[src/rtl/vga_timing_gen.sv]
// vga_timing_gen: VESA raster timing generator (sync, active qualifiers,
// pixel coordinates, constant resolution words) in the pxl_clk domain.
// Optional: define VGA_TIMING_FRAME_CNT_EN to add the 16-bit frame_cnt output.
module vga_timing_gen #(
  parameter int H_ACTIVE  = 640,
  parameter int H_FP      = 16,
  parameter int H_SYNC    = 96,
  parameter int H_BP      = 48,
  parameter int V_ACTIVE  = 480,
  parameter int V_FP      = 10,
  parameter int V_SYNC    = 2,
  parameter int V_BP      = 33,
  parameter int HSYNC_POL = 0,
  parameter int VSYNC_POL = 0
) (
  input  logic        pxl_clk,
  input  logic        pxl_rst_n,
  input  logic        timing_en,
`ifdef VGA_TIMING_FRAME_CNT_EN
  output logic [15:0] frame_cnt,
`endif
  output logic [31:0] horz_res,
  output logic [31:0] vert_res,
  output logic        hsync,
  output logic        vsync,
  output logic        horz_active,
  output logic        vert_active,
  output logic        frame_active,
  output logic [11:0] pxl_x,
  output logic [11:0] pxl_y,
  output logic        frame_start
);

  localparam int H_TOTAL = H_ACTIVE + H_FP + H_SYNC + H_BP;
  localparam int V_TOTAL = V_ACTIVE + V_FP + V_SYNC + V_BP;

  localparam logic [11:0] H_LAST   = 12'(H_TOTAL - 1);
  localparam logic [11:0] V_LAST   = 12'(V_TOTAL - 1);
  // 13-bit bounds so a sync region ending exactly at 4096 still compares correctly
  localparam logic [12:0] H_ACT_E  = 13'(H_ACTIVE);
  localparam logic [12:0] HS_START = 13'(H_ACTIVE + H_FP);
  localparam logic [12:0] HS_END   = 13'(H_ACTIVE + H_FP + H_SYNC);
  localparam logic [12:0] V_ACT_E  = 13'(V_ACTIVE);
  localparam logic [12:0] VS_START = 13'(V_ACTIVE + V_FP);
  localparam logic [12:0] VS_END   = 13'(V_ACTIVE + V_FP + V_SYNC);
  localparam logic        HS_ON    = 1'(HSYNC_POL);
  localparam logic        VS_ON    = 1'(VSYNC_POL);

  logic [11:0] h_cnt;
  logic [11:0] v_cnt;
  logic [12:0] h_ext;
  logic [12:0] v_ext;
  logic        h_act_d;
  logic        v_act_d;
  logic        h_sync_d;
  logic        v_sync_d;
  logic        origin_d;

  // Resolution words are constants, valid even while in reset
  assign horz_res = 32'(H_ACTIVE);
  assign vert_res = 32'(V_ACTIVE);

  // Raster position counters; disable parks the raster at the origin
  always_ff @(posedge pxl_clk or negedge pxl_rst_n) begin
    if (!pxl_rst_n) begin
      h_cnt <= '0;
      v_cnt <= '0;
    end else if (!timing_en) begin
      h_cnt <= '0;
      v_cnt <= '0;
    end else if (h_cnt == H_LAST) begin
      h_cnt <= '0;
      v_cnt <= (v_cnt == V_LAST) ? '0 : v_cnt + 12'd1;
    end else begin
      h_cnt <= h_cnt + 12'd1;
    end
  end

  // Combinational decode of the current counter position
  always_comb begin
    h_ext    = {1'b0, h_cnt};
    v_ext    = {1'b0, v_cnt};
    h_act_d  = h_ext < H_ACT_E;
    v_act_d  = v_ext < V_ACT_E;
    h_sync_d = (h_ext >= HS_START) && (h_ext < HS_END);
    v_sync_d = (v_ext >= VS_START) && (v_ext < VS_END);
    origin_d = (h_cnt == '0) && (v_cnt == '0);
  end

  // Output register stage: every output describes the same raster position
  always_ff @(posedge pxl_clk or negedge pxl_rst_n) begin
    if (!pxl_rst_n) begin
      hsync        <= ~HS_ON;
      vsync        <= ~VS_ON;
      horz_active  <= 1'b0;
      vert_active  <= 1'b0;
      frame_active <= 1'b0;
      frame_start  <= 1'b0;
      pxl_x        <= '0;
      pxl_y        <= '0;
    end else if (!timing_en) begin
      hsync        <= ~HS_ON;
      vsync        <= ~VS_ON;
      horz_active  <= 1'b0;
      vert_active  <= 1'b0;
      frame_active <= 1'b0;
      frame_start  <= 1'b0;
      pxl_x        <= '0;
      pxl_y        <= '0;
    end else begin
      hsync        <= h_sync_d ? HS_ON : ~HS_ON;
      vsync        <= v_sync_d ? VS_ON : ~VS_ON;
      horz_active  <= h_act_d;
      vert_active  <= v_act_d;
      frame_active <= h_act_d & v_act_d;
      frame_start  <= origin_d;
      pxl_x        <= h_cnt;
      pxl_y        <= v_cnt;
    end
  end

`ifdef VGA_TIMING_FRAME_CNT_EN
  logic first_seen;

  // Frame counter: skips the first frame_start after reset or re-enable
  always_ff @(posedge pxl_clk or negedge pxl_rst_n) begin
    if (!pxl_rst_n) begin
      frame_cnt  <= '0;
      first_seen <= 1'b0;
    end else if (!timing_en) begin
      frame_cnt  <= '0;
      first_seen <= 1'b0;
    end else if (origin_d) begin
      if (first_seen) frame_cnt <= frame_cnt + 16'd1;
      first_seen <= 1'b1;
    end
  end
`endif

endmodule

[config.mk]
export PLATFORM = sky130hd
export DESIGN_NAME = vga_timing_gen
export DESIGN_NICKNAME = d
export VERILOG_FILES = /design/src/rtl/vga_timing_gen.sv
export SDC_FILE = /design/constraint.sdc
export NUM_CORES = 1
export LEC_CHECK = 0
export BUFFER_PORTS_ARGS = -buffer_cell sky130_fd_sc_hd__buf_2
export CAP_MARGIN = 40
export CORE_ASPECT_RATIO = 0.7
export CORE_MARGIN = 4
export CORE_UTILIZATION = 54
export CTS_CLUSTER_SIZE = 10
export DETAILED_ROUTE_END_ITERATION = 8
export PLACE_DENSITY = 0.94
export SLEW_MARGIN = 25
export SYNTH_ARGS = -nofsm -noshare
export SYNTH_HDL_FRONTEND = slang
export SYNTH_SLANG_ARGS = --single-unit
[constraint.sdc]
create_clock -name pxl_clk -period 3.2 [get_ports pxl_clk]
set_input_delay 0.64 -clock pxl_clk [delete_from_list [all_inputs] [get_ports pxl_clk]]
set_output_delay 0.64 -clock pxl_clk [all_outputs]
set_load 0.01 [all_outputs]
==> Yosys cells after proc, flatten, opt, wreduce, memory -nomap -nowiden <==
Index checks and enable logic that the tools add are counted.
{ "word_totals": {"ff_bits": 54, "inputBits": 3, "output_inout_bits": 94, "elab_cells": 42} }
{ "classes": {"addsub": 2, "n_lt_le_gt_ge": 6, "n_eq_ne": 3, "muxes": 15, "n_bitwise": 1, "reduce_logical": 5} }
{ "ops": {"columns": ["cell", "n"], "rows": [
  ["12-bit two-way mux", 7],
  ["12-bit by 1-bit adder with 12-bit output, second input constant", 2],
  ["12-bit by 10-bit equality test with 1-bit output, second input constant", 2],
  ["12-bit logical NOT", 2],
  ["12-bit by 10-bit less-than comparator with 1-bit output, second input constant", 2],
  ["12-bit by 9-bit less-than comparator with 1-bit output, second input constant", 2],
  ["12-bit by 10-bit >= comparator with 1-bit output, second input constant", 1],
  ["12-bit by 9-bit >= comparator with 1-bit output, second input constant", 1],
  ["1-bit two-way mux", 8],
  ["1-bit logical AND", 3],
  ["2-bit by 1-bit inequality test with 1-bit output, second input constant", 1],
  ["1-bit bitwise AND", 1]
]} }

==> Longest topological paths before layout <==
{ "logic_depth": {"word_depth": 4, "depth_mapped": 7, "mapped_depth_nobuf": 6} }

==> Worst setup path after synthesis <==
Ideal clock, no wire load.
{ "synth_path": {"kind": "reg-to-reg", "from": "register h_cnt[0]", "to": "register v_cnt[6]", "setup_ps": 82, "arrival_ps": 1513, "path_slack_ps": 1604, "stages_incl_launch_ff": 7, "path_buffers": 1, "path_cell_list": "dfrtp_1 > ha_1 > and3_1 > buf_2 > a31oi_1 > a21oi_1 > o22ai_1"} }
{ "synth_between": {"elab_chain_cells": 2} }
{ "synth_rtl": {"columns": ["item", "line", "text"], "rows": [
  ["start, declared", "49", "logic [11:0] h_cnt;"],
  ["start signal, assigned", "75", "h_cnt <= h_cnt + 12'd1;"],
  ["12-bit by 10-bit equality test with 1-bit output", "71", "end else if (h_cnt == H_LAST) begin"],
  ["2-bit by 1-bit inequality test with 1-bit output (no line)", null, null],
  ["end signal, assigned", "73", "v_cnt <= (v_cnt == V_LAST) ? '0 : v_cnt + 12'd1;"],
  ["end, declared", "50", "logic [11:0] v_cnt;"]
]} }
No other way between the ends.
A chain may end at the register's enable or synchronous reset.

==> Worst setup path after layout <==
{ "layout_path": {"from": "input port timing_en", "to": "register v_cnt[10]"} }
{ "layout_between": {"elab_chain_cells": 1, "word_cells_on_any_way": 2} }
{ "layout_rtl": {"columns": ["item", "line", "text"], "rows": [
  ["start, declared", "18", "input logic timing_en,"],
  ["2-bit by 1-bit inequality test with 1-bit output (no line) / 12-bit two-way mux (equally long branches)", null, null]
]} }
Parallel ways exist; a longest one is shown, timed or not.

==> flow_summary.ini <==
[run]
cap_violations = 0

[setup_path]
critical_path.endpoint_type = flip-flop
critPathLaunchType = primary input
cp_data_required_time_ns = 3.43
critPathMaxFanout = 25
critical_path.reg2reg.startpoint = h_cnt[0]$_DFF_PN0_
critPathArrivalTime_ns = 2.24
reg2regPathDepth = 5
r2r_end = v_cnt[7]$_DFFE_PN0P_
crit_type = primary input to flip-flop
reg_to_reg_setup_timing_slack_ns = 1.21

[logic_synthesis]
postSynthAreaPerCell_um2 = 10.1
yosysSeqAreaShare = 0.475
synth-simple-area-share = 0.205
synthFlopType = sky130_fd_sc_hd__dfrtp_1
compound_cell_area_share_of_the_yosys_netlist = 0.0513
muxShareOfSynthArea = 0.0140
netlist.top_cell.by_area = sky130_fd_sc_hd__dfrtp_1
synth-adder-area-share = 0.0176
netlist-cell-type-count = 40
synthMostInstantiatedCell = sky130_fd_sc_hd__buf_4
number_of_enable_type_register_cells_in_the_synthesized_netlist = 0
synth_async_reset_ratio = 1.00
synth_top_cell_area_share = 0.456
ys_top_cells_by_count = sky130_fd_sc_hd__buf_4 (66), sky130_fd_sc_hd__dfrtp_1 (52), sky130_fd_sc_hd__nor2_1 (21), sky130_fd_sc_hd__and2_1 (18), sky130_fd_sc_hd__nand3_1 (13)
synth-warning-count = 0
synth_top_family_by_area = simple AND/OR/NAND/NOR gates
synth_xor_area_frac = 0.0338
synth_seq_cells = 54
yosys-top-cells-area = sky130_fd_sc_hd__dfrtp_1 (46%), sky130_fd_sc_hd__buf_4 (17%), sky130_fd_sc_hd__and2_1 (3.9%)
syn_area_um2 = 2850
synthCells = 282

[clocking]
clock_transition_time_at_the_flip_flop_clock_pins_of_the_worst_setup_and_hold_paths_ns = 0.08
ctsResizeCount = 0
cts-buffers-inserted = 5
clock_tree.root_cell = sky130_fd_sc_hd__clkbuf_8
cts_tree = built
cts_setup_buffers = 0
cts.sink_count = 54
ctsHtreeMaxLevel = 2
worstSkewPairLatency_ns = 0.31
cts.path.max_buffers = 2
post_cts_hold_buffer_count = 0

[pwr]
power.share.clock = 0.367
switching_power_uw = 284
p_int_uw = 955
sequential_power_share = 0.561
power.share.combinational = 0.072
report.power.total_uw = 1240
ir_drop_uv = 167
leakage_uw = 0.00147
power_density_nw_per_um2 = 426
switching_share = 0.229

[final_layout]
fill_cells = 416
design.final.nets = 315
area.growth.synth_to_final_pct = 1.97
layout.core_utilization = 0.589
fraction_of_layout_cells_with_a_size_suffix_above_1 = 0.153
diodes_inserted = 0
layout.area.seq_um2 = 1350
final_design_area_no_fill_um2 = 2910
multi_input_gate_area_in_the_final_layout_um2 = 1160

[detailed_routing]
route.antenna.remaining_nets = 0
drt-wirelength-per-cell_um = 13.8
route.vias.total = 1882
post-route-drc-count = 0
average_vias_per_placed_instance = 4.99
detail_route.first_pass.iterations = 5
postRouteWirelength_um = 5190
detailedRoute.firstIterationViolations = 110

[sta]
timing.max_slew.rel_slack = 0.495
final_max_slew_viol_count = 0
final_period_minus_worst_setup_slack_ns = 2.01
fmax_mhz = 498
setup-violations-final = 0
rsz_0062_raised_after_global_routing = false
finalClockSkew_ns = 0.00569
final.period_utilization = 0.627
total_count_of_hold_check_failures_in_the_final_report = 0
worstMarginPinSlew_ns = 0.753
setup_tns_ns = 0
timing.final.ws_setup_ns = 1.19

[floorplan]
floorplan.initialDensity = 0.577
die_width_um = 94.9
io_pins = 97
coreArea_um2 = 4940
fp.dieArea_um2 = 6530
row_count = 21
die_height_um = 68.8

[grt]
pin_count_of_the_biggest_net_entering_global_routing = 55
number_of_antenna_violations_at_the_first_check_in_global_routing = 0
groute.usage.overall = 0.163
number_of_global_route_vias_before_repair = 1636
grt_first_pass_wirelength_um = 7940
globalRoute.totalOverflow = 0

[placement]
gpl.final_weighted_congestion = 0.925
detailedPlacementHpwl_um = 3710
port-buffer-count = 32
post_detailed_placement_cell_area_um2 = 2800
dp_worst_setup_slack_ns = 0.929

[min_path]
min_path_type = primary input to asynchronous set/reset pin

[outcome]
status = completed
through the flow:
stage               instances  hold slack (ns)
finish                    377            0.357
global route              377            0.409
CTS                       377            0.381
detailed placement        370            0.511
global placement          370            0.492
floorplan                 344            0.344
how the worst max path moves through the flow:
stage	start	end	slack (ns)	depth (start not counted)
6_report	timing_en	v_cnt[10]$_DFFE_PN0P_	1.19	5
5_1_grt	timing_en	v_cnt[2]$_DFFE_PN0P_	1.04	5
4_1_cts	timing_en	v_cnt[10]$_DFFE_PN0P_	1.21	5
3_5_place_dp	timing_en	v_cnt[10]$_DFFE_PN0P_	0.93	5
3_3_place_gp	timing_en	v_cnt[10]$_DFFE_PN0P_	1.02	5
2_1_floorplan	h_cnt[0]$_DFF_PN0_	v_cnt[6]$_DFFE_PN0P_	1.60	6
logic make-up after synthesis:
kind of cell / Yosys count
XOR/XNOR: 11
AO/OA/AOI/OAI: 20
adder cells (fa/ha/maj): 4
AND/OR/NAND/NOR: 103
multiplexers: 4
flip-flops: 54
other: 2
buffers and inverters: 84
flip-flops by register name, summed over array words and instances, names as in the netlist:
| name | flops |
|---|---|
| h_cnt | 12 |
| horz_active | 1 |
| vert_active | 1 |
| frame_active | 1 |
| hsync | 1 |
| pxl_y | 12 |
| v_cnt | 12 |
| vsync | 1 |
| pxl_x | 12 |
| frame_start | 1 |
cell type report:
cell class	instances	share of cell area
Clock buffer	6	0.0284
Clock inverter	1	0.0103
Inverter	9	0.0116
Multi-Input combinational cell	206	0.398
Sequential cell	54	0.466
Tap cell	69	0.0297
Timing Repair Buffer	32	0.0559
power by group through the flow:
stage,registers (uW),clock network [uW],logic (uW)
3_5_place_dp,709,0,86.6
4_1_cts,695,455,87.5
6_report,695,454,89.3
3_3_place_gp,708,0,83.3
2_1_floorplan,711,0,116
5_1_grt,696,486,101
placed cells by master (no fill, tap or decap), types with 6 or more instances in the layout:
cell type / count
sky130_fd_sc_hd__a31oi_1: 6
sky130_fd_sc_hd__and3_1: 8
sky130_fd_sc_hd__and2_1: 18
sky130_fd_sc_hd__buf_2: 31
sky130_fd_sc_hd__nor2_1: 21
sky130_fd_sc_hd__dfrtp_1: 52
sky130_fd_sc_hd__nand2_1: 11
sky130_fd_sc_hd__clkbuf_8: 6
sky130_fd_sc_hd__nor3_1: 6
sky130_fd_sc_hd__nand3_1: 13
sky130_fd_sc_hd__nand4_1: 6
sky130_fd_sc_hd__xnor2_1: 8
sky130_fd_sc_hd__inv_1: 9
sky130_fd_sc_hd__conb_1: 64
worst max-delay path, cell delays in order:
cell and delay [ns]:
sky130_fd_sc_hd__buf_2 0.31, sky130_fd_sc_hd__inv_1 0.29, sky130_fd_sc_hd__a41oi_4 0.47, sky130_fd_sc_hd__or3b_1 0.40, sky130_fd_sc_hd__mux2i_1 0.12
routing by layer:
metal / global-route usage / share of wire / up-vias
met5: 0 / 0 / -
met2: 0.251 / 0.45 / 99
met4: 0.0773 / 0.019 / 0
met3: 0.0445 / 0.088 / 11
li1: - / - / 866
met1: 0.215 / 0.44 / 906
(Power assumes the default switching activity.)
